`src/rtl/disp_msg_sequencer_if.sv`:
```
// Front-panel display/buzzer signal bundle.
// The slave modport is the sequencer side: it takes button levels and drives
// the digit, segment and buzzer pins plus status. The master modport is the
// side that supplies button levels and observes the pins.
interface disp_msg_sequencer_if;
  logic [4:0] req;       // debounced levels: bit0 err, bit1 off, bit2 on, bit3 open, bit4 sound
  logic [3:0] digit;     // one-hot active-high digit enable, digit[3] leftmost
  logic [7:0] segment;   // active-low {dp,g,f,e,d,c,b,a}
  logic       buzzer;    // active-high buzzer drive
  logic [2:0] msg_code;  // held message code
  logic       busy;      // beep pattern in progress

  modport master (
    output req,
    input  digit, segment, buzzer, msg_code, busy
  );

  modport slave (
    input  req,
    output digit, segment, buzzer, msg_code, busy
  );
endinterface

```
`src/rtl/disp_msg_sequencer.sv`:
```
// disp_msg_sequencer: front-panel message controller.
// Turns rising edges on five debounced buttons into one held message code,
// scans that message over a 4-digit multiplexed seven-segment display and
// plays a beep pattern per accepted event on the buzzer.
// Optional feature macro: DISP_DP_HEARTBEAT_EN -- when defined, a frame
// counter blinks the decimal point of the rightmost digit every 128 frames.
module disp_msg_sequencer #(
  parameter int REFRESH_DIV = 50000,   // clk cycles each digit stays enabled (>= 2)
  parameter int BEEP_CYCLES = 5000000  // clk cycles per beep and per gap (>= 1)
) (
  input  logic                  clk,
  input  logic                  rst,
  disp_msg_sequencer_if.slave   io
);

  // Counter widths; both counters only need to reach their parameter minus one.
  localparam int RW = (REFRESH_DIV > 1) ? $clog2(REFRESH_DIV) : 1;
  localparam int BW = (BEEP_CYCLES > 1) ? $clog2(BEEP_CYCLES) : 1;
  localparam logic [RW-1:0] REFRESH_LAST = RW'(REFRESH_DIV - 1);
  localparam logic [BW-1:0] BEEP_LAST    = BW'(BEEP_CYCLES - 1);

  // Message codes; the code of each event equals its request bit index.
  localparam logic [2:0] MSG_ERR   = 3'd0;
  localparam logic [2:0] MSG_OFF   = 3'd1;
  localparam logic [2:0] MSG_ON    = 3'd2;
  localparam logic [2:0] MSG_OPEN  = 3'd3;
  localparam logic [2:0] MSG_SOUND = 3'd4;
  localparam logic [2:0] MSG_BLANK = 3'd7;

  typedef enum logic [1:0] {
    ST_IDLE = 2'd0,
    ST_BEEP = 2'd1,
    ST_GAP  = 2'd2
  } beep_state_t;

  // ---------------------------------------------------------------------------
  // State
  // ---------------------------------------------------------------------------
  logic [4:0]    req_q;
  logic [2:0]    msg_q;
  logic [RW-1:0] refresh_q;
  logic [1:0]    scan_q;
  logic [3:0]    digit_q;
  logic [7:0]    segment_q;
  beep_state_t   state_q, state_d;
  logic [BW-1:0] beep_cnt_q, beep_cnt_d;
  logic [1:0]    remaining_q, remaining_d;

  // ---------------------------------------------------------------------------
  // Event detection and arbitration
  // ---------------------------------------------------------------------------
  logic [4:0] rise;
  logic       event_valid;
  logic [2:0] event_code;
  logic [1:0] event_beeps;

  assign rise = io.req & ~req_q;

  // Pick the highest-priority rising button; lower-priority rises in the same
  // cycle are simply dropped.
  always_comb begin
    event_valid = 1'b1;
    event_code  = MSG_BLANK;
    event_beeps = 2'd0;
    if (rise[0]) begin
      event_code  = MSG_ERR;
      event_beeps = 2'd2;
    end else if (rise[1]) begin
      event_code  = MSG_OFF;
      event_beeps = 2'd1;
    end else if (rise[2]) begin
      event_code  = MSG_ON;
      event_beeps = 2'd1;
    end else if (rise[3]) begin
      event_code  = MSG_OPEN;
      event_beeps = 2'd1;
    end else if (rise[4]) begin
      event_code  = MSG_SOUND;
      event_beeps = 2'd3;
    end else begin
      event_valid = 1'b0;
    end
  end

  // Remember last button levels and latch the accepted message until the next event.
  always_ff @(posedge clk or posedge rst) begin
    if (rst) begin
      req_q <= 5'b00000;
      msg_q <= MSG_BLANK;
    end else begin
      req_q <= io.req;
      if (event_valid) begin
        msg_q <= event_code;
      end
    end
  end

  // ---------------------------------------------------------------------------
  // Display scan
  // ---------------------------------------------------------------------------
  logic        scan_step;
  logic [31:0] msg_glyphs;
  logic [7:0]  glyph;
  logic [7:0]  segment_next;

  assign scan_step = (refresh_q == REFRESH_LAST);

  // Look up the four-character glyph string of the held message and pick the
  // character under the current scan position (position 0 is leftmost).
  always_comb begin
    msg_glyphs = 32'hFFFF_FFFF;
    case (msg_q)
      MSG_ERR:   msg_glyphs = 32'h86AF_AFFF;  // "Err "
      MSG_OFF:   msg_glyphs = 32'hFFC0_8E8E;  // " OFF"
      MSG_ON:    msg_glyphs = 32'hFFFF_C0AB;  // "  On"
      MSG_OPEN:  msg_glyphs = 32'hC08C_86AB;  // "OPEn"
      MSG_SOUND: msg_glyphs = 32'h92AB_A1FF;  // "Snd "
      default:   msg_glyphs = 32'hFFFF_FFFF;  // blank
    endcase
    case (scan_q)
      2'd0:    glyph = msg_glyphs[31:24];
      2'd1:    glyph = msg_glyphs[23:16];
      2'd2:    glyph = msg_glyphs[15:8];
      default: glyph = msg_glyphs[7:0];
    endcase
  end

`ifdef DISP_DP_HEARTBEAT_EN
  logic [7:0] frame_q;

  // Count completed frames (scan index wrapping from the rightmost digit back to the leftmost).
  always_ff @(posedge clk or posedge rst) begin
    if (rst) begin
      frame_q <= 8'd0;
    end else if (scan_step && (scan_q == 2'd3)) begin
      frame_q <= frame_q + 8'd1;
    end
  end

  // Light the rightmost decimal point during the upper half of each 256-frame period.
  always_comb begin
    segment_next = glyph;
    if ((scan_q == 2'd3) && frame_q[7]) begin
      segment_next[7] = 1'b0;
    end
  end
`else
  // Decimal point stays dark; the glyph goes straight to the pins.
  always_comb begin
    segment_next = glyph;
  end
`endif

  // Advance the refresh counter and register digit and segment from the same
  // scan index so the enable and the pattern always change together.
  always_ff @(posedge clk or posedge rst) begin
    if (rst) begin
      refresh_q <= '0;
      scan_q    <= 2'd0;
      digit_q   <= 4'b0000;
      segment_q <= 8'hFF;
    end else begin
      digit_q   <= 4'b1000 >> scan_q;
      segment_q <= segment_next;
      if (scan_step) begin
        refresh_q <= '0;
        scan_q    <= scan_q + 2'd1;
      end else begin
        refresh_q <= refresh_q + RW'(1);
      end
    end
  end

  // ---------------------------------------------------------------------------
  // Beep sequencer
  // ---------------------------------------------------------------------------
  logic beep_last;

  assign beep_last = (beep_cnt_q == BEEP_LAST);

  // Beep state, phase counter and remaining-beep count.
  always_ff @(posedge clk or posedge rst) begin
    if (rst) begin
      state_q     <= ST_IDLE;
      beep_cnt_q  <= '0;
      remaining_q <= 2'd0;
    end else begin
      state_q     <= state_d;
      beep_cnt_q  <= beep_cnt_d;
      remaining_q <= remaining_d;
    end
  end

  // Next-state logic: a new event always restarts the pattern from the first
  // beep, abandoning whatever was playing.
  always_comb begin
    state_d     = state_q;
    beep_cnt_d  = beep_cnt_q;
    remaining_d = remaining_q;
    if (event_valid) begin
      state_d     = ST_BEEP;
      beep_cnt_d  = '0;
      remaining_d = event_beeps;
    end else begin
      case (state_q)
        ST_IDLE: begin
          beep_cnt_d = '0;
        end
        ST_BEEP: begin
          if (beep_last) begin
            beep_cnt_d  = '0;
            remaining_d = remaining_q - 2'd1;
            state_d     = (remaining_q == 2'd1) ? ST_IDLE : ST_GAP;
          end else begin
            beep_cnt_d = beep_cnt_q + BW'(1);
          end
        end
        ST_GAP: begin
          if (beep_last) begin
            beep_cnt_d = '0;
            state_d    = ST_BEEP;
          end else begin
            beep_cnt_d = beep_cnt_q + BW'(1);
          end
        end
        default: begin
          state_d     = ST_IDLE;
          beep_cnt_d  = '0;
          remaining_d = 2'd0;
        end
      endcase
    end
  end

  // ---------------------------------------------------------------------------
  // Outputs (all taken directly from registers)
  // ---------------------------------------------------------------------------
  assign io.digit    = digit_q;
  assign io.segment  = segment_q;
  assign io.msg_code = msg_q;
  assign io.buzzer   = (state_q == ST_BEEP);
  assign io.busy     = (state_q != ST_IDLE);

endmodule

```
`src/flat_wrapper.sv`:
```
// flat-port wrapper written by rule: the top's interface ports become plain ports
module disp_msg_sequencer_flat 
#(
  parameter int REFRESH_DIV = 50000,                                                
  parameter int BEEP_CYCLES = 5000000                                           
)
  (clk, rst, io_req, io_digit, io_segment, io_buzzer, io_msg_code, io_busy);
  disp_msg_sequencer_if io_i ();
  input  logic clk;
  input  logic rst;
  input wire logic [$bits(io_i.req)-1:0] io_req;
  output wire logic [$bits(io_i.digit)-1:0] io_digit;
  output wire logic [$bits(io_i.segment)-1:0] io_segment;
  output wire logic [$bits(io_i.buzzer)-1:0] io_buzzer;
  output wire logic [$bits(io_i.msg_code)-1:0] io_msg_code;
  output wire logic [$bits(io_i.busy)-1:0] io_busy;
  assign io_i.req = io_req;
  assign io_digit = io_i.digit;
  assign io_segment = io_i.segment;
  assign io_buzzer = io_i.buzzer;
  assign io_msg_code = io_i.msg_code;
  assign io_busy = io_i.busy;
  disp_msg_sequencer #(.REFRESH_DIV(REFRESH_DIV), .BEEP_CYCLES(BEEP_CYCLES)) u_core (.clk(clk), .rst(rst), .io(io_i));
endmodule
```
`config.mk`:
```
export PLATFORM = sky130hd
export DESIGN_NAME = disp_msg_sequencer_flat
export DESIGN_NICKNAME = d
export VERILOG_FILES = /design/src/rtl/disp_msg_sequencer_if.sv /design/src/rtl/disp_msg_sequencer.sv /design/src/flat_wrapper.sv
export SDC_FILE = /design/constraint.sdc
export NUM_CORES = 1
export LEC_CHECK = 0
export CORE_MARGIN = 2
export CORE_UTILIZATION = 30
export DETAILED_ROUTE_END_ITERATION = 10
export GPL_TIMING_DRIVEN = 0
export HOLD_SLACK_MARGIN = 0.02
export SKIP_CTS_REPAIR_TIMING = 1
export SYNTH_ARGS = -nofsm -noshare
export SYNTH_HDL_FRONTEND = slang
export SYNTH_SLANG_ARGS = --single-unit
```
`constraint.sdc`:
```
create_clock -name clk -period 2.12 [get_ports clk]
set_input_delay 0.424 -clock clk [delete_from_list [all_inputs] [get_ports clk]]
set_output_delay 0.424 -clock clk [all_outputs]
set_load 0.03 [all_outputs]
```
After elaboration in Yosys (flattened, before gate mapping)
Cells that the tools add are included.
- $add $sub $neg: 4
- multiply operators: 0
- divide/modulo/power cells: 0
- magnitude comparators: 0
- eq/ne operators: 15
- shift operators: 1
- mux-type cells: 29
- bitwise operators: 2
- reductions and logical operators: 8
- operators by type and width (kind ; number):
    one-hot mux 31 bit (5 select lines) ; 1
    two-way mux 23 bit ; 3
    two-way mux 2 bit ; 12
    one-hot mux 8 bit (3 select lines) ; 1
    adder 23 x 1 -> 23 bit (second input constant) ; 1
    == test 23 bit (second input constant) ; 1
    adder 16 x 1 -> 16 bit (second input constant) ; 1
    == test 16 bit (second input constant) ; 1
    two-way mux 16 bit ; 1
    two-way mux 3 bit ; 4
    == test 2 x 1 -> 1 bit (second input constant) ; 3
    == test 3 x 2 -> 1 bit (second input constant) ; 2
    != test 3 x 1 -> 1 bit (second input constant) ; 2
    one-hot mux 2 bit (3 select lines) ; 1
    AND 5 bit ; 1
    two-way mux 1 bit ; 5
    inverter 5 bit ; 1
    == test 2 bit (second input constant) ; 2
    logical NOT 2 bit ; 2
    != test 2 x 1 -> 1 bit (second input constant) ; 2
    one-hot mux 2 bit (2 select lines) ; 1
    OR reduction 2 bit ; 2
    right shift 4 x 2 -> 4 bit (first input constant) ; 1
    == test 3 x 1 -> 1 bit (second input constant) ; 1
    7 further kinds ; 7
- register bits: 65
- latch bits: 0
- RAM bits: 0
- memory bits (read-only): 0
- word-level logic and storage cells: 68
- memories kept: 0

Depth between registers and ports, before layout
- depth after elaboration: 9
- depth in mapped cells: 8

Worst setup path before layout
Ideal clock, no wire load.
- kind: reg2reg
- start point: reg u_core.beep_cnt_q[16]
- end point: reg u_core.state_q[0]
- setup time: 133 ps
- data arrival time: 2118 ps
- path slack: -131 ps
- stages on the path, launching flop included: 6
- path buffers: 0
- cell sequence: dfrtp_1 or4b_1 or4_1 or3_4 a2111oi_2 a31oi_1
- word-level cells in the longest chain between the ends: 3
- elaborated cells on any way between the ends: 4
- those cells by class: eq/ne: 3; reduce/logical: 1
- RTL lines (what ; line ; text):
    start: declaration ; disp_msg_sequencer.sv:46 ; logic [BW-1:0] beep_cnt_q, beep_cnt_d;
    start signal: assignment ; disp_msg_sequencer.sv:189 ; beep_cnt_q <= beep_cnt_d;
    == test 23 bit * ; disp_msg_sequencer.sv:179 ; assign beep_last = (beep_cnt_q == BEEP_LAST);
    != test 3 x 1 -> 1 bit (no line) ; n/a ;
    AND reduction 3 bit (no line) * ; n/a ;
    end signal: assignment ; disp_msg_sequencer.sv:188 ; state_q <= state_d;
    end: declaration ; disp_msg_sequencer.sv:45 ; beep_state_t state_q, state_d;
Every way passes the cells marked *; elsewhere a longest branch is shown, timed or not.
A chain may end at the register's enable or synchronous reset.

Worst setup path after layout
Ends and elaborated chain as after synthesis.

==> impl_metrics.py <==
metrics = {
    "worst_setup_path": {
        "endpoint": "u_core.state_q[0]",
        "crit_family": "simple AND/OR/NAND/NOR gates",
        "r2r-end": "u_core.state_q[0]",
        "critPathSlowestCell": "or4b_1",
        "worstPathMaxFanout": 5,
        "worst-path-stages": 5,
        "crit_chain": "or4b_1 > or4_4 > or3_4 > a2111oi_4 > a31oi_1",
        "r2r_cells": 5,
        "reg2reg_setup_slack_ns": -0.17,
        "max_stage_delay_ns": 0.55,
        "worstSetupStartpointType": "flop",
        "endpoint_kind": "flop",
        "path_buf_inv": 0,
        "reg2reg_from": "u_core.beep_cnt_q[16]",
        "worstPathRequired_ns": 2.33,
        "cp-startpoint": "u_core.beep_cnt_q[16]",
        "worstPathArrival_ns": 2.50,
        "critPathKind": "flop to flop",
    },
    "yosys": {
        "synthArstFlopShare_pct": 100.0,
        "yosys_warnings": 0,
        "synth_area_per_cell_um2": 9.778,
        "synth_cell_type_count": 46,
        "synthFlopType": "dfrtp_1",
        "synth_enable_flop_cells": 0,
        "synth_area_um2": 3119,
        "syn_inst": 319,
        "synth.yosys.seq_area_share_pct": 50.90,
        "syn_nets": 336,
        "synth-seq-cells": 63,
    },
    "cells_and_area": {
        "fill_cells": 991,
        "fin_util_pct": 38.20,
        "drive_gt1_share_pct": 13.85,
        "regArea_um2": 1588,
        "syn_to_final_growth_pct": 25.31,
        "diodes": 0,
        "multi_input_area_um2": 1485,
        "layout.nets": 374,
    },
    "grt": {
        "grt_antenna_before_repair": 0,
        "grt-ovfl-total": 0,
        "grt_pass1_vias": 2291,
        "grt_max_degree": 37,
        "grtUsageTotal_pct": 11.70,
        "grt_pass1_wl_mm": 10.52,
    },
    "status": {
        "status": "finished with violations",
        "violations": "setup timing",
    },
    "pwr": {
        "powerDensity_nw_per_um2": 735.0,
        "vdd_ir_drop_max_mv": 0.4246,
        "finalPower_uw": 2873,
        "p_leak_uw": 0.001583,
    },
    "floorplanning": {
        "initial_core_util_pct": 30.49,
        "boundaryPins": 24,
        "die_h_um": 106.0,
        "die_width_um": 106.0,
        "die_area_um2": 11230,
        "core_um2": 10230,
        "rows": 37,
    },
    "timing": {
        "maxSlewViolCount": 0,
        "timing.final.crit_share_pct": 107.9,
        "fin_crit_ns": 2.287,
        "max_slew_margin_pct": 48.38,
        "fin_skew_ns": 0.008897,
        "holdWs_ns": 0.4814,
        "hold_viol_final": 0,
        "tightest_slew_ns": 0.7731,
        "max_freq_mhz": 437.2,
        "fin_setup_tns_ns": -2.682,
        "finalSetupViolCount": 25,
        "rsz0062_at_grt": "yes",
        "fin_ws_ns": -0.1671,
    },
    "routing": {
        "drtAntennaViolNets": 0,
        "viasPerCell": 4.692,
        "routed_wl_mm": 6.192,
        "initialDrtViolationCount": 173,
        "dr.pass1.iters": 4,
        "drt-wirelength-per-cell_um": 12.46,
        "vias": 2332,
        "drc": 0,
    },
    "clock_tree": {
        "numCtsBuffers": 9,
        "clkTransAtPathRegs_ns": 0.07,
        "cts_root_buffer": "clkbuf_8",
        "clk_path_buf_depth": 2,
        "h-tree-depth": 3,
        "clock_latency_ns": 0.34,
        "cts.sinks": 63,
        "cts_tree": "built",
    },
    "placed_design": {
        "place_hpwl_mm": 4.096,
        "gp_congestion": 0.8264,
        "port_buffers": 22,
    },
    "hold_path": {
        "hold_class": "flop to flop",
    },
    "run": {
        "drv_cap": 0,
    },
}
-- per-layer routing --
metal	track usage [%]	up-vias	routed length (µm)
met1	14.70	1114	2912
met5	0	-	0
met3	4.414	6	238
li1	-	1171	-
met2	18.85	41	2995
met4	3.383	0	46
-- cells in the final DEF, fill, tap and decap left out, drive strengths merged, types with 2 or more instances in the layout --
cell,count
nor2,51
bufinv,3
clkdlybuf4s50,20
nor4b,3
nand3,13
dlymetal6s2s,2
and4,4
nor3,3
dfstp,9
a221oi,2
xor2,16
a211oi,4
nand4,11
nor4,7
o21ai,10
dfrtp,54
nor2b,5
clkbuf,16
a31oi,3
and3,2
xnor2,18
ha,10
inv,17
or3,6
nand2b,5
nand2,26
buf,11
a21oi,11
-- worst reg2reg max path, stage by stage (launching register included) --
cell and delay [ns]:
dfrtp_1 0.39, or4b_1 0.55, or4_4 0.44, or3_4 0.41, a2111oi_4 0.31, a31oi_1 0.06
-- registers in the layout, summed over array words and instances, names as in the netlist --
name,cells
u_core.scan_q,2
u_core.remaining_q,2
u_core.io.msg_code,3
u_core.req_q,5
u_core.io.digit,4
u_core.state_q,2
u_core.io.segment,6
u_core.refresh_q,16
u_core.beep_cnt_q,23
-- through the flow --
stage / cells / area (µm²) / setup WS (ns)
global route: 497 / 3909 / -0.2122
detailed placement: 478 / 3547 / -0.4739
finish: 497 / 3909 / -0.1671
CTS: 493 / 3791 / -0.2791
floorplan: 319 / 3137 / -0.06479
global placement: 477 / 3527 / -0.9800
-- cell type report --
type,instances,share of cell area [%]
multi-input combinational,227,38.00
tap,136,4.353
clock inverter,5,2.721
clock buffer,10,3.521
sequential,63,40.62
inverter,17,1.633
timing repair buffer,28,7.330
buffer,11,1.825
-- cell families (layout without fill, tap and decap cells) --
family                   Yosys count  after routing  synth area share (%)
other                              1              1                0.1202
adder cells (fa/ha/maj)           11             11                 4.332
AND/OR/NAND/NOR                  141            141                 22.62
AO/OA/AOI/OAI                     40             40                 8.665
flip-flops                        63             63                 50.90
XOR/XNOR                          34             34                 9.547
buffers and inverters             29             71                 3.811
-- report_power, final --
group          internal, µW  switching (µW)  leakage, µW  total [µW]
logic                   130             188     0.000659         318
clock network           808             476     0.000119        1280
registers              1250            17.7     0.000806        1270
total                  2190             681      0.00158        2870
-- cells in the mapped netlist (7+ instances only) --
master | number | area [µm²]
a21oi_1 | 11 | 55.05
clkbuf_1 | 7 | 26.28
dfrtp_1 | 54 | 1351
dfstp_2 | 9 | 236.5
ha_1 | 10 | 125.1
inv_1 | 17 | 63.81
nand2_1 | 26 | 97.59
nand3_1 | 13 | 65.06
nand4_1 | 11 | 68.82
nor2_1 | 51 | 191.4
nor4_1 | 7 | 43.79
o21ai_0 | 10 | 50.05
xnor2_1 | 18 | 157.7
xor2_1 | 16 | 140.1
-- worst min path at each step --
stage | endpoint | cells past startpoint | start
floorplan | u_core.refresh_q[0] | 1 | u_core.refresh_q[0]
CTS | u_core.refresh_q[0] | 1 | u_core.refresh_q[0]
detailed placement | u_core.refresh_q[0] | 1 | u_core.refresh_q[0]
finish | u_core.refresh_q[0] | 1 | u_core.refresh_q[0]
global route | u_core.refresh_q[7] | 1 | u_core.refresh_q[7]
global placement | u_core.refresh_q[0] | 1 | u_core.refresh_q[0]
Power figures use the tool's default switching activity.
